[src/rtl/clk_div_ctrl_pkg.sv]
// Shared types and elaboration-time parameter checks for the clock-divider sequencer.
package clk_div_ctrl_pkg;

    localparam int unsigned DIV_MIN_DEF = 2;

    typedef enum logic [3:0] {
        IDLE,
        REJECT,
        SAME,
        WAIT_TC,
        GATE_OFF,
        LOAD,
        SETTLE,
        ACK,
        WAIT_REL
    } state_e;

    function automatic bit params_ok(input int unsigned div_rst,
                                     input int unsigned div_min,
                                     input int unsigned gate_cyc);
        return (div_rst >= div_min) && (gate_cyc >= 1);
    endfunction

endpackage

[src/rtl/clk_div_ctrl_tmr.sv]
// Loadable saturating down-counter; done_o is high while the count is zero.
module clk_div_ctrl_tmr #(
    parameter int unsigned W = 8
) (
    input  logic         clk_in,
    input  logic         reset_n,
    input  logic         load_i,
    input  logic [W-1:0] load_val_i,
    output logic         done_o
);

    logic [W-1:0] cnt_q;
    logic [W-1:0] cnt_d;

    always_comb begin
        cnt_d = cnt_q;
        if (load_i) begin
            cnt_d = load_val_i;
        end else if (cnt_q != '0) begin
            cnt_d = cnt_q - 1'b1;
        end
    end

    // NOTE: state registers use non-blocking assignments so every flop samples pre-edge values.
    always_ff @(posedge clk_in or negedge reset_n) begin
        if (!reset_n) begin
            cnt_q <= '0;
        end else begin
            cnt_q <= cnt_d;
        end
    end

    assign done_o = (cnt_q == '0);

endmodule

[src/rtl/clk_div_ctrl.sv]
// Divide-ratio change sequencer: waits for terminal count, gates the divided clock,
// reloads the divider and ungates it so a ratio change never emits a runt pulse.
module clk_div_ctrl
    import clk_div_ctrl_pkg::*;
#(
    parameter int unsigned DIV_W    = 8,
    parameter int unsigned DIV_RST  = 7,
    parameter int unsigned DIV_MIN  = DIV_MIN_DEF,
    parameter int unsigned GATE_CYC = 2,
    parameter int unsigned TO_CYC   = 255
) (
    input  logic             clk_in,
    input  logic             reset_n,
    input  logic             req,
    input  logic [DIV_W-1:0] req_div,
    output logic             ack,
    output logic             err,
    output logic             busy,
    input  logic             div_tc,
    output logic [DIV_W-1:0] div_val,
    output logic             div_load,
    output logic             clk_en,
    output logic             tc_timeout
);

    localparam int unsigned TMR_MAX = (TO_CYC > GATE_CYC) ? TO_CYC : GATE_CYC;
    localparam int unsigned TMR_W   = $clog2(TMR_MAX + 1);

    localparam logic [DIV_W-1:0] DIV_MIN_V = DIV_W'(DIV_MIN);
    localparam logic [DIV_W-1:0] DIV_RST_V = DIV_W'(DIV_RST);
    localparam logic [TMR_W-1:0] TO_LOAD   = TMR_W'(TO_CYC - 1);
    localparam logic [TMR_W-1:0] GATE_LOAD = TMR_W'(GATE_CYC - 1);

    generate
        if (!params_ok(DIV_RST, DIV_MIN, GATE_CYC)) begin : g_bad_params
            $error("clk_div_ctrl: DIV_RST must be >= DIV_MIN and GATE_CYC must be >= 1");
        end
    endgenerate

    state_e           state_q, state_d;
    logic [DIV_W-1:0] pend_q, pend_d;
    logic [DIV_W-1:0] div_val_q, div_val_d;
    logic             clk_en_q, clk_en_d;
    logic             ack_q, ack_d;
    logic             err_q, err_d;
    logic             div_load_q, div_load_d;
    logic             busy_q, busy_d;
    logic             tmo_q, tmo_d;

    logic             tmr_load;
    logic [TMR_W-1:0] tmr_val;
    logic             tmr_done;

    clk_div_ctrl_tmr #(
        .W(TMR_W)
    ) u_tmr (
        .clk_in    (clk_in),
        .reset_n   (reset_n),
        .load_i    (tmr_load),
        .load_val_i(tmr_val),
        .done_o    (tmr_done)
    );

    // NOTE: every signal assigned below gets a default first, so no path can infer a latch.
    always_comb begin
        state_d  = state_q;
        pend_d   = pend_q;
        tmo_d    = tmo_q;
        tmr_load = 1'b0;
        tmr_val  = '0;

        unique case (state_q)
            IDLE: begin
                if (req) begin
                    pend_d = req_div;
                    if (req_div < DIV_MIN_V) begin
                        state_d = REJECT;
                    end else if (req_div == div_val_q) begin
                        state_d = SAME;
                    end else begin
                        tmo_d    = 1'b0;
                        state_d  = WAIT_TC;
                        tmr_load = 1'b1;
                        tmr_val  = TO_LOAD;
                    end
                end
            end
            REJECT, SAME, ACK: state_d = WAIT_REL;
            WAIT_TC: begin
                if (div_tc || tmr_done) begin
                    tmo_d    = tmo_q | ~div_tc;
                    state_d  = GATE_OFF;
                    tmr_load = 1'b1;
                    tmr_val  = GATE_LOAD;
                end
            end
            GATE_OFF: if (tmr_done) state_d = LOAD;
            LOAD: begin
                state_d  = SETTLE;
                tmr_load = 1'b1;
                tmr_val  = GATE_LOAD;
            end
            SETTLE:   if (tmr_done) state_d = ACK;
            WAIT_REL: if (!req) state_d = IDLE;
            default:  state_d = IDLE;
        endcase

        // Outputs are registered images of the state being entered, so they never glitch.
        ack_d      = (state_d == REJECT) || (state_d == SAME) || (state_d == ACK);
        err_d      = (state_d == REJECT);
        div_load_d = (state_d == LOAD);
        clk_en_d   = !((state_d == GATE_OFF) || (state_d == LOAD) || (state_d == SETTLE));
        busy_d     = !((state_d == IDLE) || (state_d == WAIT_REL));
        div_val_d  = (state_d == LOAD) ? pend_q : div_val_q;
    end

    always_ff @(posedge clk_in or negedge reset_n) begin
        if (!reset_n) begin
            state_q    <= IDLE;
            pend_q     <= '0;
            div_val_q  <= DIV_RST_V;
            clk_en_q   <= 1'b1;
            ack_q      <= 1'b0;
            err_q      <= 1'b0;
            div_load_q <= 1'b0;
            busy_q     <= 1'b0;
            tmo_q      <= 1'b0;
        end else begin
            state_q    <= state_d;
            pend_q     <= pend_d;
            div_val_q  <= div_val_d;
            clk_en_q   <= clk_en_d;
            ack_q      <= ack_d;
            err_q      <= err_d;
            div_load_q <= div_load_d;
            busy_q     <= busy_d;
            tmo_q      <= tmo_d;
        end
    end

    assign ack        = ack_q;
    assign err        = err_q;
    assign busy       = busy_q;
    assign div_val    = div_val_q;
    assign div_load   = div_load_q;
    assign clk_en     = clk_en_q;
    assign tc_timeout = tmo_q;

endmodule
[config.mk]
export PLATFORM = sky130hd
export DESIGN_NAME = clk_div_ctrl
export DESIGN_NICKNAME = d
export VERILOG_FILES = /design/src/rtl/clk_div_ctrl_pkg.sv /design/src/rtl/clk_div_ctrl_tmr.sv /design/src/rtl/clk_div_ctrl.sv
export SDC_FILE = /design/constraint.sdc
export NUM_CORES = 1
export LEC_CHECK = 0
export BUFFER_PORTS_ARGS = -buffer_cell sky130_fd_sc_hd__buf_2
export CORE_MARGIN = 2
export CORE_UTILIZATION = 31
export CTS_CLUSTER_DIAMETER = 100
export DETAILED_ROUTE_END_ITERATION = 6
export PLACE_DENSITY_LB_ADDON = 0.3
export SETUP_SLACK_MARGIN = 0.15
export SLEW_MARGIN = 0
export SYNTH_ARGS = -nofsm -noshare
export SYNTH_HDL_FRONTEND = slang
export SYNTH_SLANG_ARGS = --single-unit
[constraint.sdc]
create_clock -name clk_in -period 2.1 [get_ports clk_in]
set_input_delay 0.105 -clock clk_in [delete_from_list [all_inputs] [get_ports clk_in]]
set_output_delay 0.105 -clock clk_in [all_outputs]
set_load 0.01 [all_outputs]
==> results <==
- The flow ran to the end, and the final reports show no timing, DRC or antenna violations.
- Measured against its own limit, the worst slew margin works out to 50.2%.
- At the worst endpoint, the arrival time is 2.02 ns.
- The minimum setup slack among reg-to-reg paths is ~0.26 ns.
- The total non-filler cell area in the finished layout is between 2000 and 2500 sq um.
- For this run, the number of Yosys warnings is 0.
- In the routed design, unresolved DRC markers number 0.
- The placed instances occupy a cell area of 1880 sq um.
- The share of synthesized area occupied by flip-flops and latches is a little over half.
- Dividing the final minimum period by the clock period gives roughly 88%.
- The net count of the finished layout is slightly above 200.
- The count of state elements after synthesis is 34.
- Summed over all layers, the global routing overflow is 0.
- Sorting the synthesized cells by area gives the leading types as sky130_fd_sc_hd__dfrtp_1 46%, sky130_fd_sc_hd__nand2_1 6.7%, sky130_fd_sc_hd__dfstp_2 6.5%.
- Summed over all instances, the cell type with the most area after synthesis is sky130_fd_sc_hd__dfrtp_1.
- The final critical-path required period is roughly 1.8 ns.
- The worst register-to-register path ends at div_val[7].
- The critical setup path kind is reg2reg.
- Across all layers, the routed design uses between 1000 and 1500 vias.
- The start of the worst register-to-register path is u_tmr.cnt_q[0].
- Setup violations remaining at the end of the flow were counted as 0.
- After clock tree synthesis, the setup repair step added 0 buffers.
- Each instance of the synthesized netlist takes up on average 10.3 sq um.
- The commonest cells after synthesis are 30 x sky130_fd_sc_hd__dfrtp_1, 29 x sky130_fd_sc_hd__nand2_1, 11 x sky130_fd_sc_hd__o21ai_0.
- Counting both buffers and inverters, the worst setup path holds a total of 2.
- The detail-routed via count per cell is 4.69.
- The initial antenna violation count was 0.
- The worst-margin pin slew is roughly 0.75 ns.
- The total of buffers placed on input and output ports is 25.
- The first routing iteration left 40 violations.
- Once the floorplan was initialized, standard cells occupied a little under a third of the core.
- The fraction of synthesis flops using an asynchronous set or reset pin is 100%.
- The root cell of the clock tree is sky130_fd_sc_hd__clkbuf_8.
- The category of the worst setup path capture point is a flip-flop.
- The number of nets with antenna violations after routing is 0.
- The die covers a little under 6000 sq um.
- The total clock buffers created by CTS is 5.
- The delay of the slowest cell on the worst path is 0.42 ns.
- The critical path goes through inv_1 > ha_1 > nor3b_2 > nand2_2 > nor3_4 > buf_12 > mux2_2.
- Routability-driven placement finished with a final weighted congestion of between 0.7 and 0.8.
- Synthesis produced around 160 cells.
- The global-route wire length before repair is about 5500 um.
- Entering global routing, the biggest net connects 35 pins.
- Counting distinct cell types in the post-synthesis netlist gives 37.
- The count of cells along the worst register-to-register path is 7.
- The number of max-slew violations in the final report is 0.
- The number of stages on the worst setup path is 7.
- From synthesis to final layout, the design area changed by 25.4%.
- The die is 76.2 um tall.
- Power spread over the standard cell area amounts to 1130 nW/um^2.
- The count of maximum capacitance violations is 0.
- The number of enable flip-flop cells after synthesis is 0.
- The timing-limited maximum frequency is roughly 0.54 GHz.
- At the later pin of the worst-skew pair, clock insertion delay measures just under 0.3 ns.
- The type of the worst min-delay path is in2reg.
- The region available for standard cell placement spans 5070 sq um.
- Of the cells placed in the final design, the portion with a size suffix greater than 1 is approximately a third.
- The launching element of the worst setup path is u_tmr.cnt_q[0].
- The maximum buffer depth of the clock tree is 2.
- STA classifies the critical path startpoint as a flip-flop.
- Counting the fill cells in the layout gives 540.
- The cell with the biggest individual delay on the critical path is sky130_fd_sc_hd__dfrtp_1.
- The post-synthesis instance area is between 1500 and 2000 sq um.
- The worst endpoint required time is 2.28 ns.
- The maximum level of the CTS H-tree is 2.
- Global routing used between 10 and 15% of the available tracks across all layers.
- Setup repair after global routing could not meet its margin everywhere.
- The horizontal extent of the die is around 76 um.
- Clock skew on the completed layout was measured at 0.00512 ns.
- The worst voltage drop across the vdd grid is between 0.0003 and 0.0004 V.
- Once detailed placement completed, the half-perimeter wirelength came to around 2300 um.
- The total iterations of the first detailed-routing run is 4.
- The static leakage is between 0.9 and 1 nW.
- The critical path endpoint is div_val[7].
- The floorplan has 26 rows.
- The most frequently used flop master after synthesis is sky130_fd_sc_hd__dfrtp_1.
- sky130_fd_sc_hd__dfrtp_1 is the most common cell in the netlist.
- The post-CTS clock slew at the launch and capture registers of the worst setup and hold paths is 0.07 ns.
- The number of primary I/O pins is 26.
- The synthesized net count is around 170.
- After detailed routing, the total wire length is 3310 um.
- The family with the most delay on the worst path is simple AND/OR/NAND/NOR gates.
- The summed negative setup slack over all endpoints is 0 ns.
- The hold violation total from the final report is 0.
- 0 antenna diodes ended up in the layout.
- The number of global-route vias before repair is between 1000 and 1500.
- The portion of synthesized cell area occupied by the leading cell type is between 40 and 50%.
- The clock drives 34 sinks.
- Along the worst path, the maximum fanout reaches 9.
- Dividing the detail-routed wire length by the instance count gives 12.5 um.
- The TritonCTS clock tree is done.
## layout by cell type (no fill, tap or decap), types with 3 or more instances in the layout
cell type                  instances
sky130_fd_sc_hd__nor2_1            5
sky130_fd_sc_hd__dfrtp_1          30
sky130_fd_sc_hd__nand2b_1          3
sky130_fd_sc_hd__xor2_1            8
sky130_fd_sc_hd__o21ai_0          11
sky130_fd_sc_hd__buf_2            25
sky130_fd_sc_hd__xnor2_1           5
sky130_fd_sc_hd__a21oi_1           8
sky130_fd_sc_hd__clkbuf_8          5
sky130_fd_sc_hd__buf_4             7
sky130_fd_sc_hd__nor4_1            4
sky130_fd_sc_hd__dfstp_2           4
sky130_fd_sc_hd__a21o_1            3
sky130_fd_sc_hd__mux2_2            8
sky130_fd_sc_hd__nor3_1            4
sky130_fd_sc_hd__nand2_1          29
sky130_fd_sc_hd__inv_1             4
## metal layers
| layer | vias up | GRT usage, % | routed length (um) |
|---|---|---|---|
| li1 | 613 | - | - |
| met1 | 591 | 15.2 | 1480 |
| met2 | 26 | 18.1 | 1580 |
| met3 | 8 | 4.86 | 183 |
| met4 | 0 | 6.18 | 68 |
| met5 | - | 0 | 0 |
## timing repair
item	4_1_cts	5_1_grt
endpoints found under the hold margin	30	0
endpoints found under the setup margin	0	18
gates resized for setup	0	5
hold buffers	1	0
## worst min path at each step
stage               start   endpoint  slack [ns]  depth (start not counted)
6_report       req_div[0]  pend_q[0]        0.04                          3
5_1_grt        req_div[5]  pend_q[5]        0.04                          3
3_3_place_gp      reset_n  pend_q[7]        0.22                          1
2_1_floorplan     reset_n        ack       -0.19                          0
3_5_place_dp      reset_n  pend_q[7]        0.23                          1
4_1_cts        req_div[5]  pend_q[5]        0.04                          3
## sequential cells by signal, indices dropped and copies added, names as in the netlist
name         cells
pend_q           8
state_q          4
ack              1
div_val          8
div_load         1
busy             1
u_tmr.cnt_q      8
clk_en           1
err              1
tc_timeout       1
## power breakdown
part           switching [mW]  leakage, nW  total, mW  internal [mW]
Clock                   0.242       0.0579      0.591          0.349
Sequential              0.157        0.413       1.01          0.852
Combinational           0.384        0.494      0.693          0.309
Total                   0.782        0.965       2.29           1.51
## cell families (layout without fill, tap and decap cells)
group | count (synthesis) | in the layout | synth area share, %
and+or+nand+nor | 63 | 63 | 20.7
DFF | 34 | 34 | 52.9
AOI/OAI and AO/OA | 28 | 28 | 9.98
xor gates and xnor gates | 13 | 13 | 7.04
buffers and inverters | 9 | 46 | 2.32
muxes | 8 | 8 | 5.57
adders and majority gates | 2 | 2 | 1.55
## through the flow
step                      hold WS, ns  util [%]  instances  power, mW  setup slack (ns)
after floorplan                -0.191         -        157       1.47             0.251
after global placement          0.222      37.1        255       1.68             0.218
after detailed placement        0.230      37.1        255       1.70             0.190
after CTS                      0.0414      39.4        264       2.31             0.170
after global routing           0.0438      40.0        264       2.49             0.107
final                          0.0448      40.0        264       2.29             0.256
## worst min-delay path, delay by kind of cell
kind	cells	cell delay [ns]
and+or+nand+nor	2	0.10
buffers and inverters	1	0.09
## cell type report
class / count / area [sq um] / share of cell area, %
well taps: 70 / 87.6 / 4.32
repair buffers: 34 / 208 / 10.2
clock inverters: 3 / 40.0 / 1.97
inverters: 4 / 15.0 / 0.740
flip-flops and latches: 34 / 856 / 42.2
multi-input cells: 114 / 753 / 37.1
clock buffers: 5 / 68.8 / 3.39
No activity file was read; power rests on OpenSTA's default activity.
